===== src/rtl/wb_stage_pkg.sv =====
// Shared types for the RV32 write-back stage: source select, FSM states,
// load funct3 encodings and the MEM/WB entry record.
package rv_wb_pkg;

  localparam int XLEN = 32;

  typedef enum logic [1:0] {
    WB_ALU = 2'd0,
    WB_MEM = 2'd1,
    WB_NPC = 2'd2,
    WB_CSR = 2'd3
  } wb_sel_t;

  typedef enum logic [1:0] {
    EMPTY = 2'd0,
    HOLD  = 2'd1,
    LWAIT = 2'd2
  } wb_state_t;

  localparam logic [2:0] F3_LB  = 3'b000;
  localparam logic [2:0] F3_LH  = 3'b001;
  localparam logic [2:0] F3_LW  = 3'b010;
  localparam logic [2:0] F3_LBU = 3'b100;
  localparam logic [2:0] F3_LHU = 3'b101;

  typedef struct packed {
    logic            rf_we;
    wb_sel_t         wb_sel;
    logic [2:0]      funct3;
    logic [1:0]      addr_lo;
    logic [XLEN-1:0] alu;
    logic [XLEN-1:0] npc;
    logic [XLEN-1:0] csr;
    logic [4:0]      rd;
  } mem_wb_t;

  function automatic logic [XLEN-1:0] ext8(input logic [7:0] b, input logic sgn);
    return {{24{sgn & b[7]}}, b};
  endfunction

  function automatic logic [XLEN-1:0] ext16(input logic [15:0] h, input logic sgn);
    return {{16{sgn & h[15]}}, h};
  endfunction

endpackage


===== src/rtl/wb_stage_load_fmt.sv =====
// Combinational load formatter: extracts byte/half/word from the aligned
// read word, extends it, and flags misaligned or undefined load encodings.
module load_fmt
  import rv_wb_pkg::*;
(
  input  logic [XLEN-1:0] rdata,
  input  logic [2:0]      funct3,
  input  logic [1:0]      addr_lo,
  output logic [XLEN-1:0] data,
  output logic            misalign
);

  logic [7:0]  byte_s;
  logic [15:0] half_s;

  always_comb begin
    byte_s = 8'h00;
    case (addr_lo)
      2'd0:    byte_s = rdata[7:0];
      2'd1:    byte_s = rdata[15:8];
      2'd2:    byte_s = rdata[23:16];
      2'd3:    byte_s = rdata[31:24];
      default: byte_s = 8'h00;
    endcase
    if (addr_lo[1]) begin
      half_s = rdata[31:16];
    end else begin
      half_s = rdata[15:0];
    end
  end

  // funct3[2] selects zero extension; reserved encodings are treated as misaligned
  always_comb begin
    data     = '0;
    misalign = 1'b0;
    case (funct3)
      F3_LB:   data = ext8(byte_s, 1'b1);
      F3_LBU:  data = ext8(byte_s, 1'b0);
      F3_LH: begin
        data     = ext16(half_s, 1'b1);
        misalign = addr_lo[0];
      end
      F3_LHU: begin
        data     = ext16(half_s, 1'b0);
        misalign = addr_lo[0];
      end
      F3_LW: begin
        data     = rdata;
        misalign = (addr_lo != 2'd0);
      end
      default: begin
        data     = '0;
        misalign = 1'b1;
      end
    endcase
  end

endmodule


===== src/rtl/wb_stage.sv =====
// RV32 write-back stage: one MEM/WB entry, source select, load formatting,
// multi-cycle load wait with valid/ready back-pressure, and retire counter.
module wb_stage
  import rv_wb_pkg::*;
#(
  parameter int N     = 32,
  parameter int CNT_W = 64
) (
  input  logic             clk,
  input  logic             rst,
  input  logic             in_valid,
  output logic             in_ready,
  input  logic             in_rf_we,
  input  logic [1:0]       in_wb_sel,
  input  logic [2:0]       in_funct3,
  input  logic [1:0]       in_addr_lo,
  input  logic [N-1:0]     in_alu,
  input  logic [N-1:0]     in_npc,
  input  logic [N-1:0]     in_csr,
  input  logic [4:0]       in_rd,
  input  logic             mem_rvalid,
  input  logic [N-1:0]     mem_rdata,
  output logic             rf_we,
  output logic [4:0]       rf_rd,
  output logic [N-1:0]     rf_wdata,
  output logic             ld_pend,
  output logic [4:0]       ld_pend_rd,
  output logic             ld_misalign,
  output logic             rsp_orphan,
  output logic [CNT_W-1:0] instret
);

  if (N != 32) begin : g_bad_width
    $error("wb_stage: only N=32 is supported");
  end

  wb_state_t        state_q;
  mem_wb_t          entry_q;
  mem_wb_t          entry_d;
  logic [CNT_W-1:0] instret_q;
  logic [CNT_W-1:0] instret_d;
  logic             orphan_q;

  logic             complete_s;
  logic             capture_s;
  logic [N-1:0]     fmt_data_s;
  logic             fmt_mis_s;
  logic             mis_s;
  logic [N-1:0]     src_s;

  load_fmt u_load_fmt (
    .rdata    (mem_rdata),
    .funct3   (entry_q.funct3),
    .addr_lo  (entry_q.addr_lo),
    .data     (fmt_data_s),
    .misalign (fmt_mis_s)
  );

  always_comb begin
    complete_s = 1'b0;
    case (state_q)
      EMPTY:   complete_s = 1'b0;
      HOLD:    complete_s = 1'b1;
      LWAIT:   complete_s = mem_rvalid;
      default: complete_s = 1'b0;
    endcase
  end

  assign in_ready  = (state_q == EMPTY) | complete_s;
  assign capture_s = in_valid & in_ready;
  assign instret_d = instret_q + {{(CNT_W-1){1'b0}}, 1'b1};

  assign entry_d = '{rf_we:   in_rf_we,
                     wb_sel:  wb_sel_t'(in_wb_sel),
                     funct3:  in_funct3,
                     addr_lo: in_addr_lo,
                     alu:     in_alu,
                     npc:     in_npc,
                     csr:     in_csr,
                     rd:      in_rd};

  always_comb begin
    src_s = '0;
    case (entry_q.wb_sel)
      WB_ALU:  src_s = entry_q.alu;
      WB_MEM:  src_s = fmt_data_s;
      WB_NPC:  src_s = entry_q.npc;
      WB_CSR:  src_s = entry_q.csr;
      default: src_s = '0;
    endcase
  end

  // Misalignment only matters for entries that actually take load data
  assign mis_s = (entry_q.wb_sel == WB_MEM) & fmt_mis_s;

  // A response that arrives while no load is waiting (including the capture
  // cycle of a new load) belongs to no entry and is latched as an orphan.
  always_ff @(posedge clk) begin
    if (rst) begin
      state_q   <= EMPTY;
      entry_q   <= '0;
      instret_q <= '0;
      orphan_q  <= 1'b0;
    end else begin
      if (capture_s) begin
        entry_q <= entry_d;
        state_q <= (wb_sel_t'(in_wb_sel) == WB_MEM) ? LWAIT : HOLD;
      end else if (complete_s) begin
        state_q <= EMPTY;
      end
      if (complete_s) begin
        instret_q <= instret_d;
      end
      if (mem_rvalid && (state_q != LWAIT)) begin
        orphan_q <= 1'b1;
      end
    end
  end

  assign rf_we       = complete_s & entry_q.rf_we & (entry_q.rd != 5'd0) & ~mis_s;
  assign rf_rd       = complete_s ? entry_q.rd : 5'd0;
  assign rf_wdata    = complete_s ? src_s : '0;
  assign ld_misalign = complete_s & mis_s;
  assign ld_pend     = (state_q == LWAIT);
  assign ld_pend_rd  = ld_pend ? entry_q.rd : 5'd0;
  assign rsp_orphan  = orphan_q;
  assign instret     = instret_q;

endmodule


===== config.mk =====
export PLATFORM = sky130hd
export DESIGN_NAME = wb_stage
export DESIGN_NICKNAME = d
export VERILOG_FILES = /design/src/rtl/wb_stage_pkg.sv /design/src/rtl/wb_stage_load_fmt.sv /design/src/rtl/wb_stage.sv
export SDC_FILE = /design/constraint.sdc
export NUM_CORES = 1
export LEC_CHECK = 0
export ABC_AREA = 1
export CORE_ASPECT_RATIO = 1.75
export CORE_MARGIN = 3
export CORE_UTILIZATION = 45
export DETAILED_ROUTE_END_ITERATION = 16
export PLACE_DENSITY = 0.75
export SLEW_MARGIN = 20
export SYNTH_ARGS = -nofsm -noshare
export SYNTH_HDL_FRONTEND = slang
export SYNTH_SLANG_ARGS = --single-unit

===== constraint.sdc =====
create_clock -name clk -period 2.08 [get_ports clk]
set_input_delay 0.208 -clock clk [delete_from_list [all_inputs] [get_ports clk]]
set_output_delay 0.208 -clock clk [all_outputs]
set_load 0.02 [all_outputs]

==> results.tsv <==
stage	metric	value	unit
worst_setup_path	crit path launch type	register	
layout	P&R area growth vs syn	63.5	%
route	final wirelength	39700	um
timing	count of pins over their slew limit	0	
layout	register area	3540	sq um
route	DRT iter0 DRCs	713	
route	vias	11772	
placement	Cell Area, Placed	13100	sq um
timing	minimum clock period	2.31	ns
layout	layout cells sized above 1	0.243	
cts	clk root buf	clkbuf_16	
placement	hpwl dp	27600	um
synthesis	Post-Syn Nets	1630	
die	chip height	197	um
cts	CTS H-tree lvls	4	
synthesis	sequential share of the synthesized area	0.375	
global_routing	first-pass GRT wire length	55600	um
synthesis	Mapped Cells	1481	
synthesis	Post-synth ARST share	0	
die	Initial Util	0.461	
timing	Tcrit/Tclk final	1.11	
global_routing	Most Crowded Layer GR	met2	
synthesis	number of synthesized flops with an enable pin	0	
cts	CTS max path bufs	2	
run_status	outcome	complete, but fails checks	
pwr	Total Power	9.81	mW
synthesis	largest family of logic cells by synthesized area	simple AND/OR/NAND/NOR gates	
route	DRC Markers	0	
synthesis	Synth area leader	dfxtp_1	
route	WL/cell	18.7	um
global_routing	number of global-route vias before repair	11142	
placement	IO buf count	255	
timing	setup ws final	-0.228	ns
synthesis	yosys warns	0	
flow_run	# Max-Cap Violations	0	
placement	routability cong.	0.976	
layout	fillers	1499	
cts	clock sinks	176	
synthesis	Avg Inst Size Synth	6.34	sq um
global_routing	antenna violations before repair	4	
timing	# setup viols final	114	
route	DRT antenna net count	0	
route	vias per cell	5.55	
pwr	Pwr Density	638	nW/um^2
layout	Layout Nets	2007	
timing	Slew @ Worst Pin	0.467	ns
min_path	Hold Crit Class	input pin to register	
die	Die Wd	115	um
synthesis	synthesized cell area	9400	sq um
synthesis	Synth Area in XOR/XNOR	0.0130	
timing	Setup TNS	-10.28	ns
die	core area	20400	sq um
timing	final hold vios	0	
worst_setup_path	WS Path Type	register to output port	
pwr	maximum vdd drop	0.000633	V
synthesis	Most used DFF post-synth	dfxtp_1	
synthesis	top-area cell type share of the netlist area	0.375	
layout	area of the multi-input gates	5980	sq um
synthesis	Simple-Gate Fraction of Synth Area	0.335	
global_routing	largest net degree at the start of global routing	51	
cts	total CTS buffers	17	
pwr	leakage	5.96	nW
route	Initial DRT Pass Iterations	5	
cts	CTS tree	done	
global_routing	Tot GR Track Use	0.315	
timing	slew margin rel.	0.686	
synthesis	register bit total from synthesis	176	
die	FP Rows	69	
synthesis	number of distinct library cells after synthesis	40	
synthesis	Synth Area in Compound Gates	0.185	
layout	commonest non-fill, non-tap cell in the layout	nor2_1	
timing	Post-Route Skew	0.00923	ns
synthesis	largest cells by area after synthesis	dfxtp_1 37%, nor2_1 15%, nand2_1 12%	
layout	cell area after layout	15400	sq um
cts	clock edge transition at the registers on the reported setup and hold paths	0.07	ns
global_routing	GR Util met3	0.0730	
worst_setup_path	critical path required time	1.87	ns
worst_setup_path	CP endpoint kind	output port	
timing	Fmax	433	MHz
placement	pre-CTS WS	-0.595	ns
global_routing	GR Layer Usage met1	0.291	
timing	RSZ-0062 raised after global routing	true	
cts	hold_buf cts	0	
layout	most frequent cells in the layout	341 x nor2_1, 279 x nand2_1, 210 x clkdlybuf4s50_1, 169 x dfxtp_1, 127 x buf_4	
worst_setup_path	Arr. time, crit path	2.10	ns
global_routing	routing usage on met2	0.587	
worst_setup_path	Worst Path Max Fanout	5	
synthesis	post-synthesis mux area share	0	
die	I/O Pins	256	
die	Die ar.	22700	sq um
run_status	failing checks	setup timing	
cts	Clock Latency Late Sink	0.45	ns
synthesis	adder-cell share of the synthesized area	0.00533	
global_routing	Remaining Overflow, GRT	0	
[metrics by stage]
| step | hold slack, ns | utilization | instances |
|---|---|---|---|
| final | 0.365 | 0.754 | 2121 |
| after floorplan | 0.353 | - | 1481 |
| after global placement | 0.447 | 0.641 | 2038 |
| after global routing | 0.372 | 0.754 | 2121 |
| after detailed placement | 0.467 | 0.641 | 2038 |
| after CTS | 0.351 | 0.689 | 2085 |
[final timing paths]
check | startpoint | endpoint | slack [ns] | depth (start not counted)
setup / recovery | entry_q[102] | rf_wdata[18] | -0.23 | 12
hold / removal | in_npc[9] | entry_q[46] | 0.37 | 3
setup reg to reg | state_q[0] | entry_q[51] | -0.14 | 14
hold reg to reg | entry_q[65] | entry_q[65] | 0.47 | 2
[logic make-up (layout without fill, tap and decap cells)]
kind of cell | Yosys count | in the layout
AOI/OAI and AO/OA | 323 | 323
xor gates and xnor gates | 14 | 14
adders and majority gates | 4 | 4
buffers and inverters | 188 | 577
DFF | 176 | 176
other | 0 | 2
and+or+nand+nor | 776 | 777
[critical path, stage by stage (launching register included)]
cell and delay, ns:
dfxtp_4 0.37, buf_6 0.13, nand2_4 0.05, inv_2 0.04
nand2_2 0.04, nand4_1 0.16, nand3b_4 0.14, nand2_4 0.06
buf_6 0.14, clkbuf_16 0.16, o21ai_4 0.15, a21oi_2 0.07
buf_6 0.13
[area by class of cell]
| cell class | instances | area share |
|---|---|---|
| Inverter | 119 | 0.0322 |
| Clock inverter | 14 | 0.0112 |
| Multi-Input combinational cell | 1118 | 0.389 |
| Timing Repair Buffer | 424 | 0.286 |
| Sequential cell | 176 | 0.231 |
| Clock buffer | 18 | 0.0286 |
| Tap cell | 248 | 0.0202 |
| Timing Repair inverter | 2 | 0.00122 |
| Antenna cell | 2 | 0.000326 |
[state kept, by name, summed over array words and instances (netlist names)]
signal      flops
instret        64
state_q         2
entry_q       109
rsp_orphan      1
[where the power goes]
group / leakage, nW / internal (mW) / switching [mW]
sequential: 1.45 / 3.60 / 0.152
combinational: 4.22 / 1.29 / 1.41
clock: 0.289 / 1.84 / 1.51
[what timing repair did]
item | CTS | global route
cloned | 3 | 11
endpoints found under the setup margin | 111 | 158
resized for setup | 315 | 264
setup buffers | 14 | 25
pin swaps | 22 | 90
[routing by layer]
layer | vias up | part of all wire
met3 | 241 | 0.064
met5 | - | 0.00068
met4 | 4 | 0.095
li1 | 5552 | -
met1 | 5391 | 0.32
met2 | 584 | 0.52
[cell usage after synthesis, types with 12 or more instances]
library cell and n:
o21ai_0 148, inv_1 114, a21oi_1 67, nor2_1 381, nand2_1 291, nand4_1 19
dfxtp_1 176, nor3_1 12, clkbuf_1 38, nand3_1 43, o21ai_1 63, o211ai_1 16
buf_2 16
(Power assumes the default switching activity.)
